### src/rtl/mips_mc_ctrl.sv
`default_nettype none
// mips_mc_ctrl: multi-cycle MIPS control FSM (FETCH/DECODE/EXEC/MEM/WB/ERR).
// Drives datapath selects and strobes, handshakes with memory, counts retired instructions.
module mips_mc_ctrl #(
    parameter int CNT_W    = 32,
    parameter int MAX_WAIT = 15
) (
    input  logic             clk,
    input  logic             reset,
    input  logic [5:0]       op,
    input  logic [5:0]       funct,
    input  logic             zero,
    input  logic             mem_ready,
    output logic             mem_req,
    output logic             mem_we,
    output logic             iord,
    output logic             ir_we,
    output logic             pc_we,
    output logic [1:0]       pc_src,
    output logic             reg_we,
    output logic [1:0]       reg_dst,
    output logic [1:0]       wd_src,
    output logic             alu_src,
    output logic [2:0]       alu_op,
    output logic             ext_op,
    output logic [2:0]       state,
    output logic             err,
    output logic [CNT_W-1:0] instr_cnt
);

    localparam int WAIT_W = $clog2(MAX_WAIT + 1);
    localparam logic [WAIT_W-1:0] WAIT_LAST = WAIT_W'(MAX_WAIT - 1);

    typedef enum logic [2:0] {
        FETCH  = 3'd0,
        DECODE = 3'd1,
        EXEC   = 3'd2,
        MEM    = 3'd3,
        WB     = 3'd4,
        ERR    = 3'd7
    } state_e;

    state_e            cur_st;
    state_e            nxt_st;
    logic [WAIT_W-1:0] wait_cnt;
    logic              retire;

    logic is_rtype, is_addu, is_subu, is_jr;
    logic is_ori, is_lui, is_lw, is_sw, is_beq, is_j, is_jal, is_legal;

    assign is_rtype = (op == 6'h00);
    assign is_addu  = is_rtype && (funct == 6'h21);
    assign is_subu  = is_rtype && (funct == 6'h23);
    assign is_jr    = is_rtype && (funct == 6'h08);
    assign is_ori   = (op == 6'h0D);
    assign is_lui   = (op == 6'h0F);
    assign is_lw    = (op == 6'h23);
    assign is_sw    = (op == 6'h2B);
    assign is_beq   = (op == 6'h04);
    assign is_j     = (op == 6'h02);
    assign is_jal   = (op == 6'h03);
    assign is_legal = is_addu | is_subu | is_jr | is_ori | is_lui |
                      is_lw | is_sw | is_beq | is_j | is_jal;

    always_comb begin
        nxt_st  = cur_st;
        retire  = 1'b0;
        mem_req = 1'b0;
        mem_we  = 1'b0;
        iord    = 1'b0;
        ir_we   = 1'b0;
        pc_we   = 1'b0;
        pc_src  = 2'b00;
        reg_we  = 1'b0;
        reg_dst = 2'b00;
        wd_src  = 2'b00;
        alu_src = 1'b0;
        alu_op  = 3'b000;
        ext_op  = 1'b0;
        err     = 1'b0;

        // ALU controls stay valid through MEM/WB so the address/result is stable
        if (cur_st == EXEC || cur_st == MEM || cur_st == WB) begin
            alu_src = !(is_rtype || is_beq);
            ext_op  = is_lw || is_sw || is_beq;
            if (is_subu || is_beq)
                alu_op = 3'b001;
            else if (is_ori)
                alu_op = 3'b010;
            else if (is_lui)
                alu_op = 3'b011;
        end

        case (cur_st)
            FETCH: begin
                mem_req = 1'b1;
                if (mem_ready) begin
                    ir_we  = 1'b1;
                    pc_we  = 1'b1;
                    nxt_st = DECODE;
                end else if (wait_cnt == WAIT_LAST) begin
                    nxt_st = ERR;
                end
            end
            DECODE: begin
                if (is_j || is_jal) begin
                    pc_we  = 1'b1;
                    pc_src = 2'b10;
                end
                if (is_jal) begin
                    reg_we  = 1'b1;
                    reg_dst = 2'b10;
                    wd_src  = 2'b10;
                end
                if (is_jr) begin
                    pc_we  = 1'b1;
                    pc_src = 2'b11;
                end
                if (is_j || is_jal || is_jr) begin
                    retire = 1'b1;
                    nxt_st = FETCH;
                end else if (is_legal) begin
                    nxt_st = EXEC;
                end else begin
                    nxt_st = FETCH;
                end
            end
            EXEC: begin
                if (is_beq) begin
                    pc_we  = zero;
                    pc_src = 2'b01;
                    retire = 1'b1;
                    nxt_st = FETCH;
                end else if (is_lw || is_sw) begin
                    nxt_st = MEM;
                end else begin
                    nxt_st = WB;
                end
            end
            MEM: begin
                mem_req = 1'b1;
                iord    = 1'b1;
                mem_we  = is_sw;
                if (mem_ready) begin
                    if (is_sw) begin
                        retire = 1'b1;
                        nxt_st = FETCH;
                    end else begin
                        nxt_st = WB;
                    end
                end else if (wait_cnt == WAIT_LAST) begin
                    nxt_st = ERR;
                end
            end
            WB: begin
                reg_we  = 1'b1;
                reg_dst = is_rtype ? 2'b01 : 2'b00;
                wd_src  = is_lw ? 2'b01 : 2'b00;
                retire  = 1'b1;
                nxt_st  = FETCH;
            end
            ERR: begin
                err = 1'b1;
            end
            default: begin
                nxt_st = ERR;
            end
        endcase

        // Strobes must drop the instant reset asserts, not at the next edge
        if (!reset) begin
            mem_req = 1'b0;
            mem_we  = 1'b0;
            ir_we   = 1'b0;
            pc_we   = 1'b0;
            reg_we  = 1'b0;
            retire  = 1'b0;
        end
    end

    always_ff @(posedge clk or negedge reset) begin
        if (!reset) begin
            cur_st    <= FETCH;
            wait_cnt  <= '0;
            instr_cnt <= '0;
        end else begin
            cur_st <= nxt_st;
            if (nxt_st != cur_st)
                wait_cnt <= '0;
            else if ((cur_st == FETCH || cur_st == MEM) && !mem_ready)
                wait_cnt <= wait_cnt + WAIT_W'(1);
            if (retire)
                instr_cnt <= instr_cnt + CNT_W'(1);
        end
    end

    assign state = cur_st;

endmodule
`default_nettype wire

### config.mk
export PLATFORM = sky130hd
export DESIGN_NAME = mips_mc_ctrl
export DESIGN_NICKNAME = d
export VERILOG_FILES = /design/src/rtl/mips_mc_ctrl.sv
export SDC_FILE = /design/constraint.sdc
export NUM_CORES = 1
export LEC_CHECK = 0
export CAP_MARGIN = 10
export CORE_MARGIN = 2
export CORE_UTILIZATION = 43
export DETAILED_ROUTE_END_ITERATION = 10
export PLACE_DENSITY = 0.75
export SYNTH_ARGS = -nofsm -noshare
export SYNTH_HDL_FRONTEND = slang
export SYNTH_SLANG_ARGS = --single-unit
### constraint.sdc
create_clock -name clk -period 1.8 [get_ports clk]
set_input_delay 0.27 -clock clk [delete_from_list [all_inputs] [get_ports clk]]
set_output_delay 0.27 -clock clk [all_outputs]
set_load 0.05 [all_outputs]
==> impl_metrics.yaml <==
logic_synthesis:
  yosysTopAreaCellShare_pct: 41.29
  syn_nets: 275
  post-synth-top-count-cell: "dfrtp_1"
  synth-async-reset-ratio_pct: 100.0
  ys.warnings.count: 0
  synth-seq-cells: 39
  syn_inst: 256
  yosysTopAreaCell: "dfrtp_1"
  synth_flop_cell: "dfrtp_1"
  synth_top_cells_by_count: "39 x dfrtp_1, 27 x nand2_1, 20 x nor2_1"
  synth_edf_count: 0
  yosysUniqueCellTypes: 46
  syn_avg_cell_area_sq_um: 9.232
  yosysSeqAreaShare_pct: 41.29
  syn-cell-area_sq_um: 2364
  synth.area.top_cells: "dfrtp_1 41%, xnor2_1 6.7%, xor2_1 6.3%"
grt:
  grt_use_total_pct: 28.82
  grt_pass1_vias: 2776
  overflow: 0
  grt_pass1_wl_mm: 13.81
  grt_antenna_before_repair: 0
  grt_max_degree: 24
layout:
  fin_util_pct: 85.96
  nNetsFinal: 418
  drive_gt1_share_pct: 55.89
  insertedDiodeCount: 0
  syn2layout_area_growth_pct: 89.31
sta:
  post-route-min-period_ns: 2.032
  setup_viol: 44
  fin_ws_ns: -0.2316
  slew_violations: 0
  fin_crit_sh_pct: 112.9
  hold_viol: 0
  grt_setup_unrepaired: "yes"
  tns_ns: -7.265
  skew_ns: 0.005038
  fmax_ghz: 0.4922
  relSlewSlack_pct: 66.65
  worstMarginPinSlew_ns: 0.4995
setup_path:
  cp_slowest_stage_delay_ns: 0.47
  path_class: "flop to flop"
  crit_family: "compound AO/OA/AOI/OAI gates"
  r2r_slack_ns: -0.23
  cpMostUsedCell: "buf_4"
  cp_slowest_cell: "dfrtp_2"
  cp.buffers_inverters: 3
  path_cells: "buf_4 > inv_2 > and4_4 > a311oi_4 > buf_4 > o32a_4 > nor4_4 > xor2_1"
  r2r_cells: 8
  arrival_ns: 2.21
  worstSetupEndpointType: "flop"
  path_max_fanout: 7
  cp_data_required_time_ns: 1.97
  timing.rr.end: "instr_cnt[23]$_DFFE_PN0P_"
  r2r-start: "state[0]$_DFF_PN0_"
  cp-start-kind: "flop"
detailed_routing:
  postRouteAntennaNets: 0
  routed.top_layer: "met4"
  wl_met2_mm: 4.536
  wl_met3_um: 524
  vias_per_cell: 5.791
  wl_per_cell_um: 19.44
  wl_met1_mm: 3.588
  routed_wl_mm: 9.116
  remaining_drc_errors: 0
  vias: 2716
  drtIter0Drc: 260
  dr.pass1.iters: 5
floorplanning:
  dieWidth_um: 78.14
  coreArea_sq_um: 5205
  pin_count: 69
  rows: 26
  start_util_pct: 45.41
  dieHeight_um: 78.14
  die_area_sq_um: 6106
cts:
  cts.sinks: 39
  root_buffer: "clkbuf_8"
  cts.clk_slew.worst_paths_ns: 0.07
  clkLatencyLatePin_ns: 0.30
  clk_path_buf_depth: 2
  cts_made_buffers: 5
  cts_max_level: 2
  cts_tree: "yes"
run_status:
  violations: "setup timing"
  status: "finished with violations"
min_path:
  hp-class: "input pin to async pin"
power:
  p_leak_nw: 2.142
  power_density_nw_per_um2: 883.9
  peakVddDrop_mv: 1.109
placed_design:
  port_buffers: 67
  place_ws_ns: -0.9863
  dp_hpwl_mm: 4.854
  place.gp.congestion: 0.8617
run:
  drv_cap: 0
[timing repair]
item                                    in CTS  in global routing
cloned                                       1                  1
buffers inserted                            26                  7
hold endpoints to repair                     0                  0
endpoints found under the setup margin      47                 48
pin swaps                                   40                 26
gates resized for setup                     89                 31
hold buffers                                 0                  0
[report_power, final]
part | internal [mW] | total, mW | switching [mW]
logic | 1.03 | 2.22 | 1.20
registers | 0.931 | 1.02 | 0.0929
clock network | 0.406 | 0.706 | 0.300
total | 2.37 | 3.95 | 1.59
[flip-flops by register name, indices dropped and copies added, names as in the netlist]
| name | flops |
|---|---|
| state | 3 |
| instr_cnt | 32 |
| wait_cnt | 4 |
[kinds of logic (layout without fill, tap and decap cells)]
kind of cell               count (synthesis)  in the layout  synth area share (%)
adders and majority gates                  3              3                 1.588
buffers and inverters                     20            162                 4.500
DFF                                       39             39                 41.29
muxes                                      1              1                0.4235
xor gates and xnor gates                  35             35                 12.97
AOI/OAI and AO/OA                         26             27                 8.418
other                                      1              1                0.1587
and+or+nand+nor                          131            131                 30.65
[worst max-delay path by stage]
| stage | end | start | depth (start not counted) |
|---|---|---|---|
| floorplan | instr_cnt[25]$_DFFE_PN0P_ | state[1]$_DFF_PN0_ | 8 |
| detailed placement | instr_cnt[25]$_DFFE_PN0P_ | funct[1] | 7 |
| global placement | instr_cnt[17]$_DFFE_PN0P_ | funct[1] | 7 |
| finish | instr_cnt[23]$_DFFE_PN0P_ | state[0]$_DFF_PN0_ | 8 |
| global route | instr_cnt[21]$_DFFE_PN0P_ | state[0]$_DFF_PN0_ | 8 |
| CTS | reg_dst[0] | state[0]$_DFF_PN0_ | 4 |
[layout make-up]
| type | instances | area (sq um) |
|---|---|---|
| clock buffers | 6 | 72.57 |
| clock inverters | 1 | 30.03 |
| fillers | 269 | 730.7 |
| inverters | 7 | 26.28 |
| multi-input cells | 198 | 1779 |
| flip-flops and latches | 39 | 992.2 |
| well taps | 70 | 87.58 |
| repair buffers | 148 | 1486 |
[worst min-delay path, stage by stage]
cell	delay (ns)
buf_2	0.12
buf_4	0.15
buf_4	0.26
[cell usage in the layout, fill, tap and decap left out, drive strengths merged, types with 2 or more instances in the layout]
| cell | netlist | final |
|---|---|---|
| a21oi | 8 | 8 |
| and2 | 2 | 2 |
| and3 | 8 | 8 |
| and4 | 3 | 3 |
| buf | 8 | 135 |
| clkbuf | 5 | 9 |
| clkdlybuf4s15 | 0 | 4 |
| clkdlybuf4s50 | 0 | 5 |
| dfrtp | 39 | 39 |
| ha | 3 | 3 |
| inv | 7 | 7 |
| nand2 | 27 | 27 |
| nand2b | 3 | 3 |
| nand3 | 18 | 18 |
| nand4 | 15 | 15 |
| nor2 | 20 | 20 |
| nor2b | 2 | 2 |
| nor3 | 17 | 17 |
| nor4 | 8 | 8 |
| nor4b | 2 | 2 |
| o21a | 2 | 2 |
| o21ai | 5 | 5 |
| o22ai | 2 | 2 |
| o32a | 1 | 2 |
| or3 | 2 | 2 |
| xnor2 | 18 | 18 |
| xor2 | 17 | 17 |
[per-layer routing]
metal / up-vias / track usage (%)
met4: 0 / 13.68
met1: 1344 / 34.17
met5: - / 0
met2: 135 / 50.86
met3: 38 / 4.713
li1: 1199 / -
[per-stage QoR]
stage	instances	hold slack (ns)	total power [mW]	cell area [sq um]
global placement	427	0.4067	2.586	3704
detailed placement	427	0.4188	2.605	3704
finish	469	0.1227	3.955	4474
floorplan	256	-0.02559	1.920	2605
global route	469	0.1432	4.097	4474
CTS	461	0.1059	3.652	4274
Power figures use the tool's default switching activity.
